`src/rtl/stopwatch_pkg.sv`:
```
// Shared definitions for the BCD stopwatch/timer: digit positions, field limits
// and the preset validity check.
package stopwatch_pkg;
   localparam int HUND_LO  = 0;
   localparam int TENTH_LO = 4;
   localparam int SEC_U_LO = 8;
   localparam int SEC_T_LO = 12;
   localparam int MIN_U_LO = 16;
   localparam int MIN_T_LO = 20;
   localparam int HR_U_LO  = 24;
   localparam int HR_T_LO  = 28;

   localparam logic [7:0] CS_MAX = 8'h99;
   localparam logic [7:0] MS_MAX = 8'h59;

   function automatic logic f_bcd_valid(input logic [31:0] v, input int hr_max);
      logic ok;
      int   hr;
      ok = (v[HUND_LO  +: 4] <= 4'd9) && (v[TENTH_LO +: 4] <= 4'd9) &&
           (v[SEC_U_LO +: 4] <= 4'd9) && (v[SEC_T_LO +: 4] <= 4'd5) &&
           (v[MIN_U_LO +: 4] <= 4'd9) && (v[MIN_T_LO +: 4] <= 4'd5) &&
           (v[HR_U_LO  +: 4] <= 4'd9) && (v[HR_T_LO  +: 4] <= 4'd9);
      hr = int'(v[HR_T_LO +: 4]) * 10 + int'(v[HR_U_LO +: 4]);
      return ok && (hr <= hr_max);
   endfunction
endpackage

```
`src/rtl/stopwatch_if.sv`:
```
// Control and display bus between the board logic and the stopwatch core.
interface stopwatch_if;
   logic        i_sclr;
   logic        i_en;
   logic        i_mode;
   logic        i_load;
   logic [31:0] i_load_val;
   logic        i_lap;
   logic [31:0] o_time;
   logic [31:0] o_lap;
   logic        o_lap_valid;
   logic        o_wrap;
   logic        o_done;
   logic        o_expired;
   logic        o_load_err;

   modport master (output i_sclr, i_en, i_mode, i_load, i_load_val, i_lap,
                   input  o_time, o_lap, o_lap_valid, o_wrap, o_done, o_expired, o_load_err);
   modport slave  (input  i_sclr, i_en, i_mode, i_load, i_load_val, i_lap,
                   output o_time, o_lap, o_lap_valid, o_wrap, o_done, o_expired, o_load_err);
endinterface

```
`src/rtl/stopwatch_prescaler.sv`:
```
// Divides i_clk down to the 1/100 s tick; the tick is the last count of each period.
module stopwatch_prescaler #(
   parameter int CLK_DIV   = 500000,
   parameter int DIV_WIDTH = 19
) (
   input  logic i_clk,
   input  logic i_rst,
   input  logic i_sclr,
   input  logic i_en,
   input  logic i_restart,
   output logic o_tick
);
   localparam logic [DIV_WIDTH-1:0] LAST = DIV_WIDTH'(CLK_DIV - 1);

   logic [DIV_WIDTH-1:0] r_cnt;
   logic                 w_last;

   assign w_last = (r_cnt == LAST);
   assign o_tick = i_en & w_last;

   always_ff @(posedge i_clk or posedge i_rst) begin
      if (i_rst)                  r_cnt <= '0;
      else if (i_sclr | i_restart) r_cnt <= '0;
      else if (i_en)              r_cnt <= w_last ? '0 : r_cnt + 1'b1;
   end
endmodule

```
`src/rtl/stopwatch_timer.sv`:
```
// BCD hh:mm:ss.cc stopwatch / countdown timer with preset load, lap capture and
// wrap/expiry flags.
module stopwatch_timer
   import stopwatch_pkg::*;
#(
   parameter int CLK_DIV   = 500000,
   parameter int DIV_WIDTH = 19,
   parameter int HR_MAX    = 99
) (
   input  logic           i_clk,
   input  logic           i_rst,
   stopwatch_if.slave     io_sw
);
   localparam logic [7:0] HR_BCD = {4'(HR_MAX / 10), 4'(HR_MAX % 10)};

   logic [31:0] r_time, r_lap;
   logic        r_lap_valid, r_wrap, r_done, r_expired, r_load_err;
   logic        w_tick, w_valid, w_load_ok, w_pre_en;
   logic [7:0]  w_cs, w_sec, w_min, w_hr;
   logic        w_c0, w_c1, w_c2, w_up_wrap, w_b0, w_b1, w_b2, w_zero;
   logic [31:0] w_up, w_dn;

   function automatic logic [7:0] f_inc(input logic [7:0] v, input logic [7:0] lim);
      if (v == lim)         return 8'h00;
      if (v[3:0] == 4'd9)   return {v[7:4] + 4'd1, 4'd0};
      return {v[7:4], v[3:0] + 4'd1};
   endfunction

   function automatic logic [7:0] f_dec(input logic [7:0] v, input logic [7:0] lim);
      if (v == 8'h00)       return lim;
      if (v[3:0] == 4'd0)   return {v[7:4] - 4'd1, 4'd9};
      return {v[7:4], v[3:0] - 4'd1};
   endfunction

   assign w_valid   = f_bcd_valid(io_sw.i_load_val, HR_MAX);
   assign w_load_ok = io_sw.i_load & w_valid;
   // A rejected load freezes the prescaler for that cycle as well as the time.
   assign w_pre_en  = io_sw.i_en & ~(io_sw.i_load & ~w_valid);

   stopwatch_prescaler #(.CLK_DIV(CLK_DIV), .DIV_WIDTH(DIV_WIDTH)) u_pre (
      .i_clk     (i_clk),
      .i_rst     (i_rst),
      .i_sclr    (io_sw.i_sclr),
      .i_en      (w_pre_en),
      .i_restart (w_load_ok),
      .o_tick    (w_tick)
   );

   always_comb begin
      w_cs  = r_time[HUND_LO  +: 8];
      w_sec = r_time[SEC_U_LO +: 8];
      w_min = r_time[MIN_U_LO +: 8];
      w_hr  = r_time[HR_U_LO  +: 8];
      w_zero = (r_time == '0);

      w_c0 = (w_cs == CS_MAX);
      w_c1 = w_c0 && (w_sec == MS_MAX);
      w_c2 = w_c1 && (w_min == MS_MAX);
      w_up_wrap = w_c2 && (w_hr == HR_BCD);
      w_up = {w_c2 ? f_inc(w_hr, HR_BCD) : w_hr,
              w_c1 ? f_inc(w_min, MS_MAX) : w_min,
              w_c0 ? f_inc(w_sec, MS_MAX) : w_sec,
              f_inc(w_cs, CS_MAX)};

      w_b0 = (w_cs == 8'h00);
      w_b1 = w_b0 && (w_sec == 8'h00);
      w_b2 = w_b1 && (w_min == 8'h00);
      w_dn = {w_b2 ? f_dec(w_hr, HR_BCD) : w_hr,
              w_b1 ? f_dec(w_min, MS_MAX) : w_min,
              w_b0 ? f_dec(w_sec, MS_MAX) : w_sec,
              f_dec(w_cs, CS_MAX)};
   end

   always_ff @(posedge i_clk or posedge i_rst) begin
      if (i_rst) begin
         r_time <= '0; r_lap <= '0; r_lap_valid <= 1'b0;
         r_wrap <= 1'b0; r_done <= 1'b0; r_expired <= 1'b0; r_load_err <= 1'b0;
      end else begin
         r_wrap     <= 1'b0;
         r_done     <= 1'b0;
         r_load_err <= 1'b0;
         if (io_sw.i_sclr) begin
            r_time <= '0; r_lap <= '0; r_lap_valid <= 1'b0; r_expired <= 1'b0;
         end else begin
            if (io_sw.i_lap) begin
               r_lap       <= r_time;
               r_lap_valid <= 1'b1;
            end
            if (!io_sw.i_mode) r_expired <= 1'b0;
            if (io_sw.i_load) begin
               r_expired <= 1'b0;
               if (w_valid) r_time     <= io_sw.i_load_val;
               else         r_load_err <= 1'b1;
            end else if (w_tick) begin
               if (!io_sw.i_mode) begin
                  r_time <= w_up;
                  r_wrap <= w_up_wrap;
               end else if (!w_zero) begin
                  r_time <= w_dn;
                  if (w_dn == '0) begin
                     r_done    <= 1'b1;
                     r_expired <= 1'b1;
                  end
               end
            end
         end
      end
   end

   assign io_sw.o_time      = r_time;
   assign io_sw.o_lap       = r_lap;
   assign io_sw.o_lap_valid = r_lap_valid;
   assign io_sw.o_wrap      = r_wrap;
   assign io_sw.o_done      = r_done;
   assign io_sw.o_expired   = r_expired;
   assign io_sw.o_load_err  = r_load_err;
endmodule

```
`src/flat_wrapper.sv`:
```
// flat-port wrapper written by rule: the top's interface ports become plain ports
module stopwatch_timer_flat import stopwatch_pkg::*;
#(
   parameter int CLK_DIV   = 500000,
   parameter int DIV_WIDTH = 19,
   parameter int HR_MAX    = 99
)
  (i_clk, i_rst, io_sw_i_sclr, io_sw_i_en, io_sw_i_mode, io_sw_i_load, io_sw_i_load_val, io_sw_i_lap, io_sw_o_time, io_sw_o_lap, io_sw_o_lap_valid, io_sw_o_wrap, io_sw_o_done, io_sw_o_expired, io_sw_o_load_err);
  stopwatch_if io_sw_i ();
  input  logic i_clk;
  input  logic i_rst;
  input wire logic [$bits(io_sw_i.i_sclr)-1:0] io_sw_i_sclr;
  input wire logic [$bits(io_sw_i.i_en)-1:0] io_sw_i_en;
  input wire logic [$bits(io_sw_i.i_mode)-1:0] io_sw_i_mode;
  input wire logic [$bits(io_sw_i.i_load)-1:0] io_sw_i_load;
  input wire logic [$bits(io_sw_i.i_load_val)-1:0] io_sw_i_load_val;
  input wire logic [$bits(io_sw_i.i_lap)-1:0] io_sw_i_lap;
  output wire logic [$bits(io_sw_i.o_time)-1:0] io_sw_o_time;
  output wire logic [$bits(io_sw_i.o_lap)-1:0] io_sw_o_lap;
  output wire logic [$bits(io_sw_i.o_lap_valid)-1:0] io_sw_o_lap_valid;
  output wire logic [$bits(io_sw_i.o_wrap)-1:0] io_sw_o_wrap;
  output wire logic [$bits(io_sw_i.o_done)-1:0] io_sw_o_done;
  output wire logic [$bits(io_sw_i.o_expired)-1:0] io_sw_o_expired;
  output wire logic [$bits(io_sw_i.o_load_err)-1:0] io_sw_o_load_err;
  assign io_sw_i.i_sclr = io_sw_i_sclr;
  assign io_sw_i.i_en = io_sw_i_en;
  assign io_sw_i.i_mode = io_sw_i_mode;
  assign io_sw_i.i_load = io_sw_i_load;
  assign io_sw_i.i_load_val = io_sw_i_load_val;
  assign io_sw_i.i_lap = io_sw_i_lap;
  assign io_sw_o_time = io_sw_i.o_time;
  assign io_sw_o_lap = io_sw_i.o_lap;
  assign io_sw_o_lap_valid = io_sw_i.o_lap_valid;
  assign io_sw_o_wrap = io_sw_i.o_wrap;
  assign io_sw_o_done = io_sw_i.o_done;
  assign io_sw_o_expired = io_sw_i.o_expired;
  assign io_sw_o_load_err = io_sw_i.o_load_err;
  stopwatch_timer #(.CLK_DIV(CLK_DIV), .DIV_WIDTH(DIV_WIDTH), .HR_MAX(HR_MAX)) u_core (.i_clk(i_clk), .i_rst(i_rst), .io_sw(io_sw_i));
endmodule
```
`config.mk`:
```
export PLATFORM = sky130hd
export DESIGN_NAME = stopwatch_timer_flat
export DESIGN_NICKNAME = d
export VERILOG_FILES = /design/src/rtl/stopwatch_pkg.sv /design/src/rtl/stopwatch_if.sv /design/src/rtl/stopwatch_prescaler.sv /design/src/rtl/stopwatch_timer.sv /design/src/flat_wrapper.sv
export SDC_FILE = /design/constraint.sdc
export NUM_CORES = 1
export LEC_CHECK = 0
export CORE_ASPECT_RATIO = 1.2
export CORE_MARGIN = 4
export CORE_UTILIZATION = 35
export DETAILED_ROUTE_END_ITERATION = 8
export PLACE_DENSITY_LB_ADDON = 0.3
export SLEW_MARGIN = 15
export SYNTH_ARGS = -nofsm -noshare
export SYNTH_HDL_FRONTEND = slang
export SYNTH_SLANG_ARGS = --single-unit
export TNS_END_PERCENT = 30
```
`constraint.sdc`:
```
create_clock -name i_clk -period 8.95 [get_ports i_clk]
set_clock_uncertainty 0.15 [all_clocks]
set_input_delay 2.685 -clock i_clk [delete_from_list [all_inputs] [get_ports i_clk]]
set_output_delay 2.685 -clock i_clk [all_outputs]
set_load 0.01 [all_outputs]
```
==> impl_results.md, run 1 <==
* Vias at 6302
* Synth warn at 0
* Chip width at 132.9 um
* Clock power frac at 33.9%
* Setup violations, final at 0
* DPL Wire Length at 14280 um
* Part of the cycle the worst path needs at 69.00%
* Global-route wire length before repair at 33080 um
* Drt total wl at 20490 um
* Reg2reg start: u_core.io_sw.o_time[16]$_DFFE_PP0P_
* Flop pwr share at 40.0%
* Iteration-0 DRC Markers at 685
* Num rows at 54
* Synthesized area at 6548 um2
* Crit. End Element: register
* Initial Utilization at 35.76%
* Worst-path clk slew at 0.07 ns
* Vias in the first global route at 6094
* Initial antenna violation count at 0
* Core area at 18310 um2
* CTS sink cnt at 88
* Post-cts resize count at 0
* Drt pass-1 iters at 6
* Pins over their slew limit at 0
* Crit path kind: input pin to register
* Root buffer cell: clkbuf_16
* Switch share at 33.12%
* Yosys reg bits at 88
* Peak VDD IR at 0.00008426 V
* Setup TNS at 0 ns
* Area after DPL at 7786 um2
* Register-to-Register Setup Slack at 5.16 ns
* Post-synth cell types at 73
* Minimum clock period at 6.176 ns
* Crit Path Max Fanout at 6
* DRC at 0
* Status: finished, final reports clean
* Placed cells at 1086
* Hold Startpoint: u_core.io_sw.o_expired$_DFF_PP0_
* Leak Pwr at 0.003227 uW
* Antenna Cells at 0
* H-tree depth at 3
* Vias per inst at 5.719
* CTS tree: built
* CTS Hold Bufs at 0
* Setup bufs post-CTS at 0
* Area grow syn2layout at 23.50%
* Placer Congestion at 0.8560
* Design area at 8087 um2
* WP data arrival at 6.27 ns
* Share of layout cells above drive strength 1 at 6.471%
* Worst slew pin tran at 1.106 ns
* F_max at 161.9 MHz
* Worst hold path class: register to register
* Sequential area share after synthesis at 33.63%
* EDFF count, synth at 0
* Hold depth at 1
* Top FF cell, synth: dfrtp_1
* Overflow after GRT at 0
* Routed Antenna Nets at 0
* Fillcell total at 1822
* Max-Cap Viols at 0
* Logic pwr share at 26.1%
* Nets at 919
* Syn_nets at 844
* Power per cell area at 144.3 nW/um2
* Post-Layout Cell Count at 1102
* Worst path required time at 9.04 ns
* Die Height at 157.8 um
* Average cell area after synthesis at 8.503 um2
* Port bufs at 107
* Worst slew margin at 26.26%
* TritonCTS buffer count at 9
* Worst-Skew Late Latency at 0.36 ns
* WHS at 0.3419 ns
* Total die area at 20970 um2
* Critical Path Source Type: input pin
* Worst Hold End: u_core.io_sw.o_expired$_DFF_PP0_
* Psw at 386.5 uW
* Final Hold Fails at 0
* Asr flop ratio synth at 100.0%
* Final core utilization at 44.16%
* R2R Path End: u_core.io_sw.o_time[16]$_DFFE_PP0P_
* Clock Path Buffers at 2
* R2R depth at 8
* Largest net degree at the start of global routing at 69
* Internal power at 780.5 uW
* RSZ-0062 raised after global routing: no
* GRT Total Usage at 19.75%
* I/O pin count at 108
* Post-detailed-route wirelength per cell at 18.59 um
* Post-Synthesis Cells at 770
## synth_stat cells (6+ instances only)
master,number,area [um2]
a211oi_1,10,75.07
nand3_1,29,145.1
xnor2_1,19,166.4
nor3_1,13,65.06
mux2_2,8,90.09
o21ai_0,51,255.2
nor3b_1,10,75.07
ha_1,33,412.9
dfrtp_1,88,2202
nand3b_1,9,67.56
nand2_1,62,232.7
o31ai_1,17,127.6
nor4_1,12,75.07
nor2_1,83,311.6
a31oi_1,6,37.54
a221oi_1,7,61.31
o211ai_1,10,75.07
a21oi_1,50,250.2
and3_1,8,50.05
inv_1,34,127.6
mux2i_1,39,390.4
nand4_1,10,62.56
o41ai_1,11,96.34
clkbuf_1,45,168.9
## stage by stage
step,setup WS [ns],power (uW)
after global placement,2.468,775.2
after detailed placement,2.416,777.4
after floorplan,3.303,654.4
final,2.774,1167
after global routing,2.578,1230
after CTS,2.790,1180
## area by class of cell
| cell class | count | area [um2] | share of cell area [%] |
|---|---|---|---|
| multi-input cells | 597 | 4024 | 49.76 |
| repair buffers | 115 | 1116 | 13.80 |
| inverters | 34 | 128.9 | 1.594 |
| clock buffers | 12 | 246.5 | 3.048 |
| well taps | 252 | 315.3 | 3.899 |
| flip-flops and latches | 88 | 2202 | 27.23 |
| clock inverters | 4 | 53.80 | 0.6653 |
## cell families (layout without fill, tap and decap cells)
group           after synthesis  count (layout)  share of synthesized area [%]
compound gates              223             223                          23.26
flops                        88              88                          33.63
mux                          47              47                          7.338
fa+ha+maj                    35              35                          6.918
xor+xnor                     23              23                          3.077
buf+inv                      85             165                          4.911
simple gates                269             269                          20.87
## flip-flops by register name, indices dropped and copies added (netlist names)
signal                    count
u_core.u_pre.r_cnt           19
u_core.io_sw.o_lap_valid      1
u_core.io_sw.o_lap           32
u_core.io_sw.o_wrap           1
u_core.io_sw.o_load_err       1
u_core.io_sw.o_expired        1
u_core.io_sw.o_time          32
u_core.io_sw.o_done           1
## metal layers
metal | vias up | routed length (um) | GRT usage, %
met1 | 3054 | 8966 | 25.10
met4 | 0 | 529 | 7.376
met3 | 32 | 1053 | 3.115
met5 | - | 0 | 0
li1 | 3006 | - | -
met2 | 210 | 9936 | 34.00
## cell usage in the layout, fill, tap and decap left out, types with 11 or more instances in the layout
| master | n |
|---|---|
| nor3_1 | 13 |
| a21oi_1 | 50 |
| xnor2_1 | 19 |
| o21ai_0 | 51 |
| clkdlybuf4s50_1 | 104 |
| nand3_1 | 29 |
| dfrtp_1 | 88 |
| nand2_1 | 62 |
| o41ai_1 | 11 |
| mux2i_1 | 39 |
| o31ai_1 | 17 |
| ha_1 | 33 |
| nor2_1 | 83 |
| inv_1 | 33 |
| nor4_1 | 12 |
## power groups by stage
stage	clock network, uW	logic, uW	registers [uW]
floorplan	0	200	455
global placement	0	302	474
global route	421	337	472
CTS	409	305	466
finish	396	305	467
detailed placement	0	304	474
## how the worst max path moves through the flow
stage                         startpoint                                   to
detailed placement  io_sw_i_load_val[29]  u_core.io_sw.o_time[14]$_DFFE_PP0P_
floorplan           io_sw_i_load_val[29]   u_core.u_pre.r_cnt[12]$_DFFE_PP0P_
global placement    io_sw_i_load_val[29]    u_core.u_pre.r_cnt[4]$_DFFE_PP0P_
global route        io_sw_i_load_val[29]  u_core.io_sw.o_time[15]$_DFFE_PP0P_
CTS                 io_sw_i_load_val[29]  u_core.io_sw.o_time[14]$_DFFE_PP0P_
finish              io_sw_i_load_val[29]  u_core.io_sw.o_time[14]$_DFFE_PP0P_
## worst max-delay path: stages
cell and delay (ns):
clkdlybuf4s50_1 0.51, ha_1 0.36, ha_1 0.22, fa_1 0.58
nand2_1 0.09, or3_1 0.32, o31ai_1 0.34, a41o_1 0.45
a21oi_2 0.13, a21oi_2 0.22, mux2_2 0.36
(Power assumes the default switching activity.)
==> inputs of run 2 (changes only) <==
- clock period: 8.95 -> 5.6 ns (I/O delays scaled with it)
==> run 2 against run 1 <==
  * Combinational power grew 61%
  * Final cell count is 0.18% higher
  * Power grew 58%
  * Sequential share of layout area shrank 0.088 points
  * Via count is 2.0% higher
  * Setup slack worse by 2.3 ns
  * Cell area grew 0.32%
  * Largest cell class unchanged
  * Register-to-register slack lost 3.3 ns
  * First-iteration DRC count fell by 5.3%
  * Critical endpoint unchanged
  * Die area is the same
  * Non-clock buffer count up 5
  * Worst hold slack lost 0.0076 ns
==> impl_results.md, run 2 (synthesized netlist as in run 1, its figures left out) <==
* Worst Hold End: u_core.io_sw.o_expired$_DFF_PP0_
* Hold depth at 1
* Overflow after GRT at 0
* Drt total wl at 20630 um
* Area grow syn2layout at 23.91%
* Crit. End Element: register
* Chip width at 132.9 um
* Critical Path Source Type: input pin
* TritonCTS buffer count at 9
* R2R Path End: u_core.io_sw.o_expired$_DFF_PP0_
* CTS Hold Bufs at 0
* Post-detailed-route wirelength per cell at 18.68 um
* Initial Utilization at 35.76%
* Peak VDD IR at 0.0001423 V
* Share of layout cells above drive strength 1 at 6.690%
* Post-cts resize count at 0
* DPL Wire Length at 14550 um
* Placer Congestion at 0.8597
* Part of the cycle the worst path needs at 91.39%
* Total die area at 20970 um2
* Design Power at 1846 uW
* Setup TNS at 0 ns
* Port bufs at 107
* Global-route wire length before repair at 33180 um
* Die Height at 157.8 um
* Commonest non-fill, non-tap cells in the layout: clkdlybuf4s50_1, dfrtp_1, nor2_1
* Worst hold path class: register to register
* Power per cell area at 227.5 nW/um2
* Leak Pwr at 0.003251 uW
* R2R depth at 9
* Setup violations, final at 0
* Worst-path clk slew at 0.06 ns
* Largest net degree at the start of global routing at 68
* Max-Cap Viols at 0
* Pins over their slew limit at 0
* RSZ-0062 raised after global routing: no
* Iteration-0 DRC Markers at 649
* WP data arrival at 5.21 ns
* Vias in the first global route at 6234
* Vias per inst at 5.821
* Core area at 18310 um2
* Drt pass-1 iters at 7
* Vias at 6426
* CTS sink cnt at 88
* Worst path required time at 5.70 ns
* Hold Startpoint: u_core.io_sw.o_expired$_DFF_PP0_
* DRC at 0
* Final Hold Fails at 0
* Minimum clock period at 5.118 ns
* Routed Antenna Nets at 0
* F_max at 195.4 MHz
* I/O pin count at 108
* CTS tree: built
* Root buffer cell: clkbuf_16
* Antenna Cells at 0
* Leading cell type in the layout, fill and taps excluded: clkdlybuf4s50_1
* Register-to-Register Setup Slack at 1.86 ns
* Num rows at 54
* Worst-Skew Late Latency at 0.36 ns
* Setup bufs post-CTS at 0
* Status: finished, final reports clean
* Worst slew pin tran at 1.053 ns
* Initial antenna violation count at 0
* Clock Path Buffers at 2
* Reg2reg start: u_core.io_sw.o_time[0]$_DFFE_PP0P_
* Crit path kind: input pin to register
* Worst slew margin at 29.82%
* Crit Path Max Fanout at 6
* GRT Total Usage at 19.75%
* Nets at 924
* H-tree depth at 3
run 2: changes by cell type in the layout (fill, tap and decap cells not counted), sizes merged:
cell / previous run / this run
clkinv: 2 / 1
buf: 11 / 16
clkinvlp: 2 / 0
run 2: cell type report:
class                           instances  area [um2]
Timing Repair Buffer                  120        1166
Sequential cell                        88        2202
Fill cell                            1798       10200
Multi-Input combinational cell        597        4024
Inverter                               34       128.9
Clock inverter                          1       30.03
Clock buffer                           12       246.5
Tap cell                              252       315.3
run 2: stage by stage:
step | setup slack [ns] | instance area [um2] | hold slack (ns) | utilization [%] | cells
floorplan | 0.9576 | 6548 | 0.3249 | - | 770
global placement | 0.2178 | 7836 | 0.3293 | 42.80 | 1091
detailed placement | 0.09749 | 7836 | 0.3317 | 42.80 | 1091
CTS | 0.4936 | 8113 | 0.3445 | 44.31 | 1104
global route | 0.1995 | 8113 | 0.3642 | 44.31 | 1104
finish | 0.4824 | 8113 | 0.3342 | 44.31 | 1104
run 2: per-layer routing:
| layer | vias to the layer above | wire length (um) | GRT usage, % | part of all wire, % |
|---|---|---|---|---|
| li1 | 3016 | - | - | - |
| met1 | 3108 | 8658 | 24.52 | 42 |
| met2 | 254 | 9925 | 33.18 | 48 |
| met3 | 46 | 1217 | 3.210 | 5.9 |
| met4 | 2 | 776 | 9.950 | 3.8 |
| met5 | - | 48 | 1.852 | 0.23 |
run 2: critical path: stages:
cell and delay (ns):
clkdlybuf4s50_1 0.54, ha_1 0.28, ha_1 0.22, fa_1 0.59, nand2_1 0.09, or3_1 0.31, o31ai_1 0.37, a41o_1 0.42
a21oi_2 0.12, a21oi_2 0.22, mux2_2 0.36
run 2: how the worst max path moves through the flow:
stage                     slack, ns                             endpoint            startpoint  cells past startpoint
final                          0.48  u_core.io_sw.o_time[14]$_DFFE_PP0P_  io_sw_i_load_val[31]                     11
after global routing           0.20   u_core.u_pre.r_cnt[17]$_DFFE_PP0P_  io_sw_i_load_val[31]                     12
after CTS                      0.49   u_core.u_pre.r_cnt[17]$_DFFE_PP0P_  io_sw_i_load_val[31]                     12
after detailed placement        0.1   u_core.u_pre.r_cnt[17]$_DFFE_PP0P_  io_sw_i_load_val[31]                     12
after global placement         0.22   u_core.u_pre.r_cnt[17]$_DFFE_PP0P_  io_sw_i_load_val[31]                     12
after floorplan                0.96   u_core.u_pre.r_cnt[12]$_DFFE_PP0P_  io_sw_i_load_val[29]                     11
run 2: report_power, final:
part           leakage (uW)  internal (uW)  total [uW]  switching (uW)
Sequential          0.00119            669         745            76.5
Clock              0.000135            351         608             257
Combinational       0.00193            222         492             270
==> inputs of run 3 (changes only) <==
- CORE_MARGIN: 4 -> 2
==> run 3 against run 2 <==
  * Critical path depth stayed put
  * Count of clock-buffer cells in the layout down 1
  * Fmax is 0.49% higher
  * Register-to-register slack worse by 0.02 ns
  * Core utilization is 0.075 points higher
  * Power increased by 1.1%
  * Wire length decreased by 3.0%
  * First-iteration DRC count shrank 11%
  * Final cell count shrank 2.3%
  * Sequential share of layout area up 0.055 points
  * Flip-flop and latch count unchanged
  * Cell area is 0.20% lower
==> impl_results.md, run 3 (synthesized netlist as in run 1, its figures left out) <==
* Iteration-0 DRC Markers at 576
* Port bufs at 107
* Hold depth at 1
* TritonCTS buffer count at 9
* Placer Congestion at 0.8887
* CTS Hold Bufs at 0
* Crit Path Max Fanout at 6
* Power per cell area at 230.4 nW/um2
* Clock Path Buffers at 2
* Post-detailed-route wirelength per cell at 18.54 um
* CTS sink cnt at 88
* Drt total wl at 20000 um
* Setup bufs post-CTS at 0
* CTS tree: built
* Initial antenna violation count at 0
* Area grow syn2layout at 23.66%
* Leak Pwr at 0.003260 uW
* Vias per inst at 5.866
* DPL Wire Length at 14260 um
* Setup TNS at 0 ns
* Register-to-Register Setup Slack at 1.84 ns
* Vias at 6329
* Worst-Skew Late Latency at 0.35 ns
* Worst-path clk slew at 0.06 ns
* Crit. End Element: register
* Part of the cycle the worst path needs at 90.94%
* Core area at 18240 um2
* GRT Total Usage at 20.37%
* Leading cell type in the layout, fill and taps excluded: clkdlybuf4s50_1
* CP startpoint: io_sw_i_load_val[31]
* Peak VDD IR at 0.0001259 V
* Num rows at 54
* Global-route wire length before repair at 32070 um
* Worst path required time at 5.68 ns
* Fillcell total at 1818
* Minimum clock period at 5.093 ns
* Pins over their slew limit at 0
* Crit path kind: input pin to register
* Worst Hold End: u_core.io_sw.o_expired$_DFF_PP0_
* Post-Layout Cell Count at 1079
* R2R Path End: u_core.io_sw.o_expired$_DFF_PP0_
* Initial Utilization at 35.89%
* Vias in the first global route at 5999
* Setup violations, final at 0
* Post-cts resize count at 0
* R2R depth at 9
* Placed cells at 1063
* I/O pin count at 108
* Drt pass-1 iters at 6
* Share of layout cells above drive strength 1 at 7.251%
* Total die area at 19820 um2
* Antenna Cells at 0
* Critical Path Source Type: input pin
* Overflow after GRT at 0
* RSZ-0062 raised after global routing: no
* Final core utilization at 44.38%
* Commonest non-fill, non-tap cells in the layout: clkdlybuf4s50_1, dfrtp_1, nor2_1
* Largest net degree at the start of global routing at 68
* Routed Antenna Nets at 0
* Final Hold Fails at 0
* Die Height at 153.8 um
* Reg2reg start: u_core.io_sw.o_time[0]$_DFFE_PP0P_
* Status: finished, final reports clean
* Nets at 924
* Root buffer cell: clkbuf_16
* Worst hold path class: register to register
* DRC at 0
* Worst slew margin at 28.75%
* F_max at 196.4 MHz
* Worst slew pin tran at 1.069 ns
* Hold Startpoint: u_core.io_sw.o_expired$_DFF_PP0_
* Chip width at 128.9 um
* H-tree depth at 3
* WP data arrival at 5.17 ns
* Max-Cap Viols at 0
==> run 3: changes by cell type in the layout (fill, tap and decap cells not counted), sizes merged <==
cell and change:
clkinv +2, clkinvlp +2, clkbuf -1
==> run 3: how the worst max path moves through the flow <==
stage,end
after global routing,u_core.u_pre.r_cnt[17]$_DFFE_PP0P_
after global placement,u_core.io_sw.o_time[14]$_DFFE_PP0P_
after CTS,u_core.io_sw.o_time[15]$_DFFE_PP0P_
after floorplan,u_core.u_pre.r_cnt[12]$_DFFE_PP0P_
after detailed placement,u_core.io_sw.o_time[15]$_DFFE_PP0P_
final,u_core.io_sw.o_time[15]$_DFFE_PP0P_
==> run 3: power by group <==
part / leakage (uW) / switching (uW) / internal (uW)
logic: 0.00192 / 267 / 221
clock network: 0.000148 / 263 / 369
registers: 0.00119 / 76.6 / 669
==> run 3: cell type report <==
cell class | instances | area, um2 | area share (%)
Clock buffer | 11 | 252.7 | 3.122
Clock inverter | 5 | 55.05 | 0.6800
Inverter | 34 | 128.9 | 1.592
Multi-Input combinational cell | 597 | 4024 | 49.70
Sequential cell | 88 | 2202 | 27.20
Tap cell | 224 | 280.3 | 3.462
Timing Repair Buffer | 120 | 1154 | 14.25
==> run 3: worst max-delay path: stages <==
cell and delay (ns):
clkdlybuf4s50_1 0.54, ha_1 0.27, ha_1 0.21, fa_1 0.58
nand2_1 0.09, or3_1 0.31, o31ai_1 0.33, a41o_1 0.44
a21oi_2 0.13, a21oi_2 0.23, mux2_2 0.36
==> run 3: metrics by stage <==
step | hold WS, ns | area, um2 | setup WS [ns] | total power (uW)
2_1_floorplan | 0.3249 | 6548 | 0.9576 | 1046
3_3_place_gp | 0.3240 | 7789 | 0.2116 | 1240
3_5_place_dp | 0.3330 | 7789 | 0.1650 | 1243
4_1_cts | 0.3482 | 8097 | 0.5199 | 1886
5_1_grt | 0.3651 | 8097 | 0.2400 | 1973
6_report | 0.3357 | 8097 | 0.5075 | 1866
==> run 3: per-layer routing <==
metal  vias up  track usage [%]  share of wire [%]
met5         -                0                  0
met4         0            6.470                1.9
met3        25            2.992                5.4
met2       212            34.04                 49
met1      3068            27.03                 44
li1       3024                -                  -
